==> config.mk <==
export PLATFORM = sky130hd
export DESIGN_NAME = fetch_stage
export DESIGN_NICKNAME = d
export VERILOG_FILES = /design/src/rtl/fetch_stage.sv
export SDC_FILE = /design/constraint.sdc
export NUM_CORES = 1
export LEC_CHECK = 0
export BUFFER_PORTS_ARGS = -buffer_cell sky130_fd_sc_hd__buf_2
export CELL_PAD_IN_SITES_DETAIL_PLACEMENT = 1
export CELL_PAD_IN_SITES_GLOBAL_PLACEMENT = 2
export CORE_MARGIN = 5
export CORE_UTILIZATION = 29
export DETAILED_ROUTE_END_ITERATION = 10
export GPL_ROUTABILITY_DRIVEN = 0
export PLACE_DENSITY_LB_ADDON = 0.1
export SKIP_LAST_GASP = 1
export SYNTH_ARGS = -nofsm -noshare
export SYNTH_HDL_FRONTEND = slang
export SYNTH_SLANG_ARGS = --single-unit
==> constraint.sdc <==
create_clock -name clock -period 2.6 [get_ports clock]
set_input_delay 0.13 -clock clock [delete_from_list [all_inputs] [get_ports clock]]
set_output_delay 0.13 -clock clock [all_outputs]
set_load 0.05 [all_outputs]
==> src/rtl/fetch_stage.sv <==
// Instruction fetch stage: PC register, IF/ID pipeline register and
// fetch/stall event counters. Priority on each edge is
// reset > branch redirect > stall hold > normal sequential fetch.
module fetch_stage #(
    parameter logic [31:0] RESET_PC = 32'h0000_0000
) (
    input  logic        clock,
    input  logic        reset,
    input  logic        stall,
    input  logic        branch_taken,
    input  logic [31:0] branch_target,
    input  logic [31:0] imem_data,
    output logic [31:0] imem_addr,
    output logic [31:0] PC,
    output logic [31:0] IFID_instr,
    output logic [31:0] IFID_PC4,
    output logic        IFID_valid,
    output logic [31:0] fetch_count,
    output logic [31:0] stall_count
);

    logic [31:0] pc_plus4;
    logic [31:0] target_aligned;

    // Sequential PC increment wraps modulo 2^32; misaligned targets are
    // silently word-aligned.
    always_comb begin
        pc_plus4       = PC + 32'd4;
        target_aligned = {branch_target[31:2], 2'b00};
        imem_addr      = PC;
    end

    // PC, IF/ID register and counters; outputs depend only on registered state.
    always_ff @(posedge clock) begin
        if (reset) begin
            PC          <= RESET_PC;
            IFID_instr  <= '0;
            IFID_PC4    <= '0;
            IFID_valid  <= 1'b0;
            fetch_count <= '0;
            stall_count <= '0;
        end else if (branch_taken) begin
            PC          <= target_aligned;
            IFID_instr  <= '0;
            IFID_PC4    <= pc_plus4;
            IFID_valid  <= 1'b0;
        end else if (stall) begin
            stall_count <= stall_count + 32'd1;
        end else begin
            PC          <= pc_plus4;
            IFID_instr  <= imem_data;
            IFID_PC4    <= pc_plus4;
            IFID_valid  <= 1'b1;
            fetch_count <= fetch_count + 32'd1;
        end
    end

endmodule

**Word-level counts from Yosys, hierarchy flattened**

Index checks and enable logic that the tools add are counted.

- Output and inout bits: 193
- Bits of input ports: 68
- Logic and storage cells: 20
- Flip-flop bits (word level): 161

- Bitwise logic cells: 2
- Add/sub/neg operators: 3
- Multiplexer cells: 4
- Eq/ne operators: 1
- Reduce and logical (&&, ||, !) cells: 3

Operators with widths:

| cell | count |
|---|---|
| 2-to-1 mux 32 bit | 4 |
| adder 32 x 1 -> 32 bit, second input constant | 2 |
| adder 32 x 3 -> 32 bit, second input constant | 1 |
| AND reduction 2 bit | 2 |
| inequality test 2 x 1 -> 1 bit, second input constant | 1 |
| inverter 1 bit | 2 |
| OR reduction 2 bit | 1 |

**Logic depth before layout (Yosys ltp)**

Gate-level depths: netlist of run 1.

- Depth in word-level cells: 3
- Gate-level depth with buffers: 7
- Depth with buffers taken out: 6

**Least setup slack after synthesis of run 1**

Ideal clock, no wire load.

- Path type: reg-to-reg
- Start: register PC[6]
- End: register PC[19]
- Arrival: 2.167 ns
- Library setup time: 0.086 ns
- Data required time: 2.514 ns
- Clock period less this slack: 2.253 ns
- Stages on the path, launching flop included: 7
- Buffers on the path: 1
- Path slack: 0.347 ns
- Path through: dfxtp_1 -> clkbuf_2 -> nand4_4 -> nor4_4 -> nand4_1 -> xor2_1 -> a211oi_1

- Cells in the longest elaborated chain, start to end: 3

Ends and longest elaborated chain:

| item | line | RTL |
|---|---|---|
| start: declaration | 14 | `output logic [31:0] PC,` |
| start signal: assignment | 43 | `PC <= target_aligned;` |
| start signal: assignment | 50 | `PC <= pc_plus4;` |
| adder 32 x 3 -> 32 bit | 28 | `pc_plus4 = PC + 32'd4;` |
| 2-to-1 mux 32 bit | 47 | `end else if (stall) begin` |
| 2-to-1 mux 32 bit | 42 | `end else if (branch_taken) begin` |

No other way between the ends. The select of a mux whose other input is x is not followed.
A chain may end at the register's enable or synchronous reset.

**Worst setup path after layout of run 1**

- Start: register PC[2]
- End: register IFID_PC4[20]

- Cells in the longest elaborated chain, start to end: 3

Ends and longest elaborated chain:

| item | line | RTL |
|---|---|---|
| adder 32 x 3 -> 32 bit * | 28 |  |
| 2-to-1 mux 32 bit | 47 |  |
| 2-to-1 mux 32 bit * | 42 |  |
| end signal: assignment | 45 | `IFID_PC4 <= pc_plus4;` |
| end signal: assignment | 52 | `IFID_PC4 <= pc_plus4;` |
| end: declaration | 16 | `output logic [31:0] IFID_PC4,` |

Every way passes the cells marked *; elsewhere a longest branch is shown, timed or not. The select of a mux whose other input is x is not followed.

==> impl_metrics.yaml, run 1 <==
yosys:
  synth_async_sr_flop_share_pct: 0
  yosys_warnings: 0
  yosysSeqAreaShare_pct: 41.7
  synth_top_area_share_pct: 41.7
  synthCells: 856
  synth.most_common_cell: "nor2_1"
  synth-main-ff-cell: "dfxtp_1"
  ys_types: 52
  yosys-top-cells-count: "nor2_1, dfxtp_1, xor2_1"
  synth_area_mm2: 0.00754
  yosys-top-cells-area: "dfxtp_1, xor2_1, nor2_1, mux2i_1, xnor2_1"
  synth_seq_cells: 157
  yosysTopAreaCell: "dfxtp_1"
  synth-edff-count: 0
  syn_area_per_cell_um2: 8.81
die:
  dieWidth_um: 171
  fp.dieH_um: 171
  die_area_mm2: 0.0293
  fp.coreArea_mm2: 0.0258
  initial_core_util_pct: 29.2
  num_io_pins: 261
  fp-row-count: 59
global_routing:
  grt_use_total_pct: 16.5
  met1_usage_pct: 21.4
  busiest_layer: "met2"
  grtUsageMet3_pct: 3.45
  grt_pass1_vias: 7034
  grtUsageMet2_pct: 27.5
  grt_pass1_wl_mm: 38.7
  antenna_found_initial: 0
  overflow: 0
  grt_start_max_net_pins: 93
detailed_routing:
  remaining_drc_errors: 0
  drt-initial-drc-count: 285
  drt-pass1-iter-count: 4
  dr_total_vias: 6810
  wl_mm: 24.4
  wire_per_inst_um: 16.6
  ant_nets: 0
  viasPerCell: 4.63
clock_network:
  ctsRootBufferMaster: "clkbuf_16"
  clock_latency_ps: 430
  cts_setup_buffers: 0
  clock-sinks: 157
  clock_path_buffers: 2
  cts_made_buffers: 17
  cts_max_level: 4
  path_clk_slew_ps: 70
  cts_tree: "yes"
power_and_ir_drop:
  p_int_mw: 4.14
  swShare_pct: 31.8
  p_sw_mw: 1.93
  p_comb_share_pct: 16.0
  pwr-share-seq_pct: 42.6
  power_leakage_nw: 4.46
  pwr-share-clk_pct: 41.4
  ir_worst_vdd_uv: 250
  power_density_mw_per_mm2: 604
layout:
  design_area_mm2: 0.0101
  fillers: 3121
  n_antenna_cell: 0
  area_growth_pct: 33.3
  nets: 1194
  final_layout_size_suffix_gt1_share_pct: 28.7
critical_path:
  r2r_setup_slack_ps: 450
  setup.worst_path.class: "flip-flop to flip-flop"
  cp.arrival_ps: 2480
  end_kind: "flip-flop"
  critPathLaunchType: "flip-flop"
  crit_required_ps: 2930
  cp_max_fo: 9
place:
  port_buffers: 252
  placed_cell_area_mm2: 0.00886
  dp_hpwl_mm: 17.0
timing:
  relSlewSlack_pct: 56.5
  tightestPinTransition_ps: 652
  tns_ps: 0
  rsz0062_at_grt: "false"
  min_period_ps: 2150
  setup_viol: 0
  clock.fmax_ghz: 0.465
  min_period_over_period_pct: 82.7
  slew_violations: 0
  hold_viol_final: 0
  skew_ps: 13.1
flow_run:
  maxCapViolCount: 0
min_path:
  hp-class: "input port to flip-flop"
run_status:
  run_status: "completed"
## final timing paths
check / startpoint / end / depth (start not counted)
max: PC[2]$_SDFFE_PP0N_ / IFID_PC4[20]$_SDFFE_PP0N_ / 5
min: branch_target[12] / PC[12]$_SDFFE_PP0N_ / 4
max reg2reg: PC[2]$_SDFFE_PP0N_ / IFID_PC4[20]$_SDFFE_PP0N_ / 5
min reg2reg: IFID_valid$_SDFFE_PP0N_ / IFID_valid$_SDFFE_PP0N_ / 2
## sequential cells by signal, indices dropped and copies added, names as in the netlist
name         count
IFID_instr      32
IFID_valid       1
PC              30
IFID_PC4        30
fetch_count     32
stall_count     32
## cell usage in the layout, fill, tap and decap left out, types with 32 or more instances in the layout
master         instances
a211oi_1              41
buf_2                250
dfxtp_1              157
dlygate4sd3_1         61
mux2i_1               36
nand2_1               44
nand3_1               32
nand4_1               42
nor2_1               160
xnor2_1               37
xor2_1                69
## area by class of cell
cell class	instances	area [um^2]	area share [%]
Clock buffer	18	429	4.27
Clock inverter	14	153	1.52
Inverter	9	33.8	0.336
Multi-Input combinational cell	601	3790	37.7
Sequential cell	157	3140	31.3
Tap cell	335	419	4.17
Timing Repair Buffer	337	2080	20.7
## worst max-delay path, stage by stage, from the launching register on
cell      delay [ps]
dfxtp_1          480
ha_1             270
and2_1           260
nand4_1          360
or3_1            430
a311oi_1         250
## routing by layer
layer | wire length (um) | up-vias | part of all wire, %
met4 | 503 | 0 | 2.1
met1 | 11000 | 3186 | 45
li1 | - | 3437 | -
met3 | 1270 | 31 | 5.2
met5 | 0 | - | 0
met2 | 11600 | 156 | 48
## metrics by stage
step / util (%) / hold slack, ps / power, mW / setup WS [ps] / std cells
after floorplan: - / 273 / 3.35 / 347 / 861
final: 38.9 / 54.3 / 6.07 / 449 / 1471
after global routing: 38.9 / 58.9 / 6.35 / 204 / 1471
after detailed placement: 34.3 / 368 / 3.55 / 417 / 1378
after CTS: 38.9 / 32.0 / 6.20 / 393 / 1471
after global placement: 34.3 / 361 / 3.55 / 493 / 1378
## power groups by stage
stage	sequential (mW)	clock, mW	combinational, mW
floorplan	2.90	0	0.453
global route	2.60	2.71	1.04
detailed placement	2.64	0	0.907
global placement	2.64	0	0.905
finish	2.59	2.51	0.969
CTS	2.59	2.62	0.983
## cell families (layout without fill, tap and decap cells)
| family | after synthesis | after routing | synth area share [%] |
|---|---|---|---|
| DFF | 157 | 157 | 41.7 |
| muxes | 37 | 37 | 4.93 |
| other | 1 | 6 | 0.0497 |
| adders and majority gates | 3 | 3 | 0.498 |
| xor gates and xnor gates | 106 | 106 | 12.3 |
| buffers and inverters | 103 | 378 | 8.41 |
| and+or+nand+nor | 370 | 370 | 25.0 |
| AOI/OAI and AO/OA | 79 | 79 | 7.08 |
## repair_timing
item / in CTS / in global routing
hold buffers: 61 / 0
endpoints found under the hold margin: 61 / 0
resized for setup: 0 / 0
Note: power is estimated with default switching activity, not from simulation.
==> inputs of run 2 (changes only) <==
Settings changed: CORE_UTILIZATION 29 to 26.
Clock period 2.6 ns to 1.9 ns, I/O delays scaled along.
==> impl_metrics.yaml, run 2 (synthesized netlist as in run 1, its figures left out) <==
die:
  fp-row-count: 62
  dieWidth_um: 180
  fp.dieH_um: 180
  fp.coreArea_mm2: 0.0287
  num_io_pins: 261
  die_area_mm2: 0.0325
  initial_core_util_pct: 26.3
layout:
  layout_commonest_cell: "buf_2"
  multiInputGateArea_mm2: 0.00386
  nets: 1236
  fillers: 3442
  largestRegisters: "IFID_instr x32, fetch_count x32, stall_count x32"
  final_layout_size_suffix_gt1_share_pct: 37.0
  layout_common_cells: "buf_2, nor2_1, dfxtp_1, xor2_1"
  area_growth_pct: 41.0
  seqCellArea_mm2: 0.00323
  postLayoutCoreUtil_pct: 37.0
  design_area_mm2: 0.0106
detailed_routing:
  viasPerCell: 4.52
  dr.max_layer_used: "met5"
  remaining_drc_errors: 0
  met1Wirelength_mm: 11.9
  ant_nets: 0
  dr_wl_met2_mm: 12.7
  drt-initial-drc-count: 232
  wl_met3_mm: 1.22
  dr_total_vias: 7060
  wl_mm: 26.1
  wire_per_inst_um: 16.7
  drt-pass1-iter-count: 4
clock_network:
  ctsRootBufferMaster: "clkbuf_16"
  cts_made_buffers: 17
  clock_latency_ps: 430
  cts_max_level: 4
  clock_path_buffers: 2
  clock-sinks: 157
  cts_tree: "yes"
  path_clk_slew_ps: 80
timing:
  setup_slack_ps: 38.1
  hold_viol_final: 0
  slew_violations: 0
  tightestPinTransition_ps: 679
  clock.fmax_ghz: 0.537
  tns_ps: 0
  setup_viol: 0
  min_period_ps: 1860
  skew_ps: 12.5
  rsz0062_at_grt: "true"
  min_period_over_period_pct: 98.0
  relSlewSlack_pct: 54.7
power_and_ir_drop:
  power.total_mw: 8.45
  power_density_mw_per_mm2: 795
  power_leakage_nw: 4.75
  ir_worst_vdd_uv: 519
place:
  dp_hpwl_mm: 18.8
  port_buffers: 252
  placed_cell_area_mm2: 0.00932
  placement.setup.worst_slack_ps: -37.9
flow_run:
  maxCapViolCount: 0
critical_path:
  cpPeakStageDelay_ps: 630
  cp.arrival_ps: 2210
  crit_required_ps: 2250
  crit_slowest_cell: "or4_4"
  critPathLaunchType: "flip-flop"
  setup.worst_path.class: "flip-flop to flip-flop"
  cp_top_family: "simple AND/OR/NAND/NOR gates"
  cp_max_fo: 8
  cp.buffers_inverters: 0
  path_cells: "nand3_2 > or4_4 > and4b_2 > o21ai_0 > a21oi_1"
  end_kind: "flip-flop"
min_path:
  hp-class: "input port to flip-flop"
run_status:
  run_status: "completed"
global_routing:
  grt_pass1_wl_mm: 41.9
  overflow: 0
  antenna_found_initial: 2
  grt_start_max_net_pins: 63
  grt_use_total_pct: 15.7
  grt_pass1_vias: 7446
## run 2: cell types whose count changed in the layout (fill, tap and decap cells not counted), sizes merged
| cell | previous run | this run |
|---|---|---|
| clkinv | 6 | 3 |
| dlygate4sd3 | 61 | 62 |
| buf | 276 | 317 |
| inv | 16 | 20 |
| diode | 0 | 1 |
| clkbuf | 18 | 17 |
## run 2: area by class of cell
class | count | area share (%)
clock inverters | 15 | 1.57
multi-input cells | 601 | 36.3
repair buffers | 379 | 22.8
flip-flops and latches | 157 | 30.4
diodes | 1 | 0.0235
clock buffers | 17 | 4.00
inverters | 9 | 0.318
well taps | 384 | 4.52
## run 2: power breakdown
| part | internal (mW) | leakage, nW | total, mW | switching, mW |
|---|---|---|---|---|
| Sequential | 3.41 | 1.31 | 3.52 | 0.115 |
| Clock | 1.89 | 0.296 | 3.53 | 1.64 |
| Combinational | 0.432 | 3.15 | 1.40 | 0.972 |
## run 2: metal layers
metal / GRT usage (%) / vias to the layer above
met5: 0 / -
met4: 3.27 / 2
met3: 4.00 / 16
met2: 26.9 / 144
met1: 20.0 / 3360
li1: - / 3538
## run 2: per-stage QoR
step,hold WS [ps],cells
3_3_place_gp,327,1464
2_1_floorplan,232,861
4_1_cts,51.2,1558
3_5_place_dp,336,1464
5_1_grt,72.1,1563
6_report,57.0,1563
## run 2: path summary, 6_finish.rpt
check	startpoint	endpoint	slack, ps	cells after the start
setup reg to reg	PC[4]$_SDFFE_PP0N_	PC[31]$_SDFFE_PP0N_	40	5
hold / removal	reset	fetch_count[23]$_SDFFE_PP0P_	60	2
hold reg to reg	IFID_valid$_SDFFE_PP0N_	IFID_valid$_SDFFE_PP0N_	460	2
setup / recovery	PC[4]$_SDFFE_PP0N_	PC[31]$_SDFFE_PP0N_	40	5
## run 2: timing repair
action                                  in CTS  in global routing
endpoints found under the hold margin       62                  0
hold buffers                                62                  0
endpoints found under the setup margin       2                 15
pin swaps                                    0                  4
resized for setup                            1                 11
buffers inserted                             0                  4
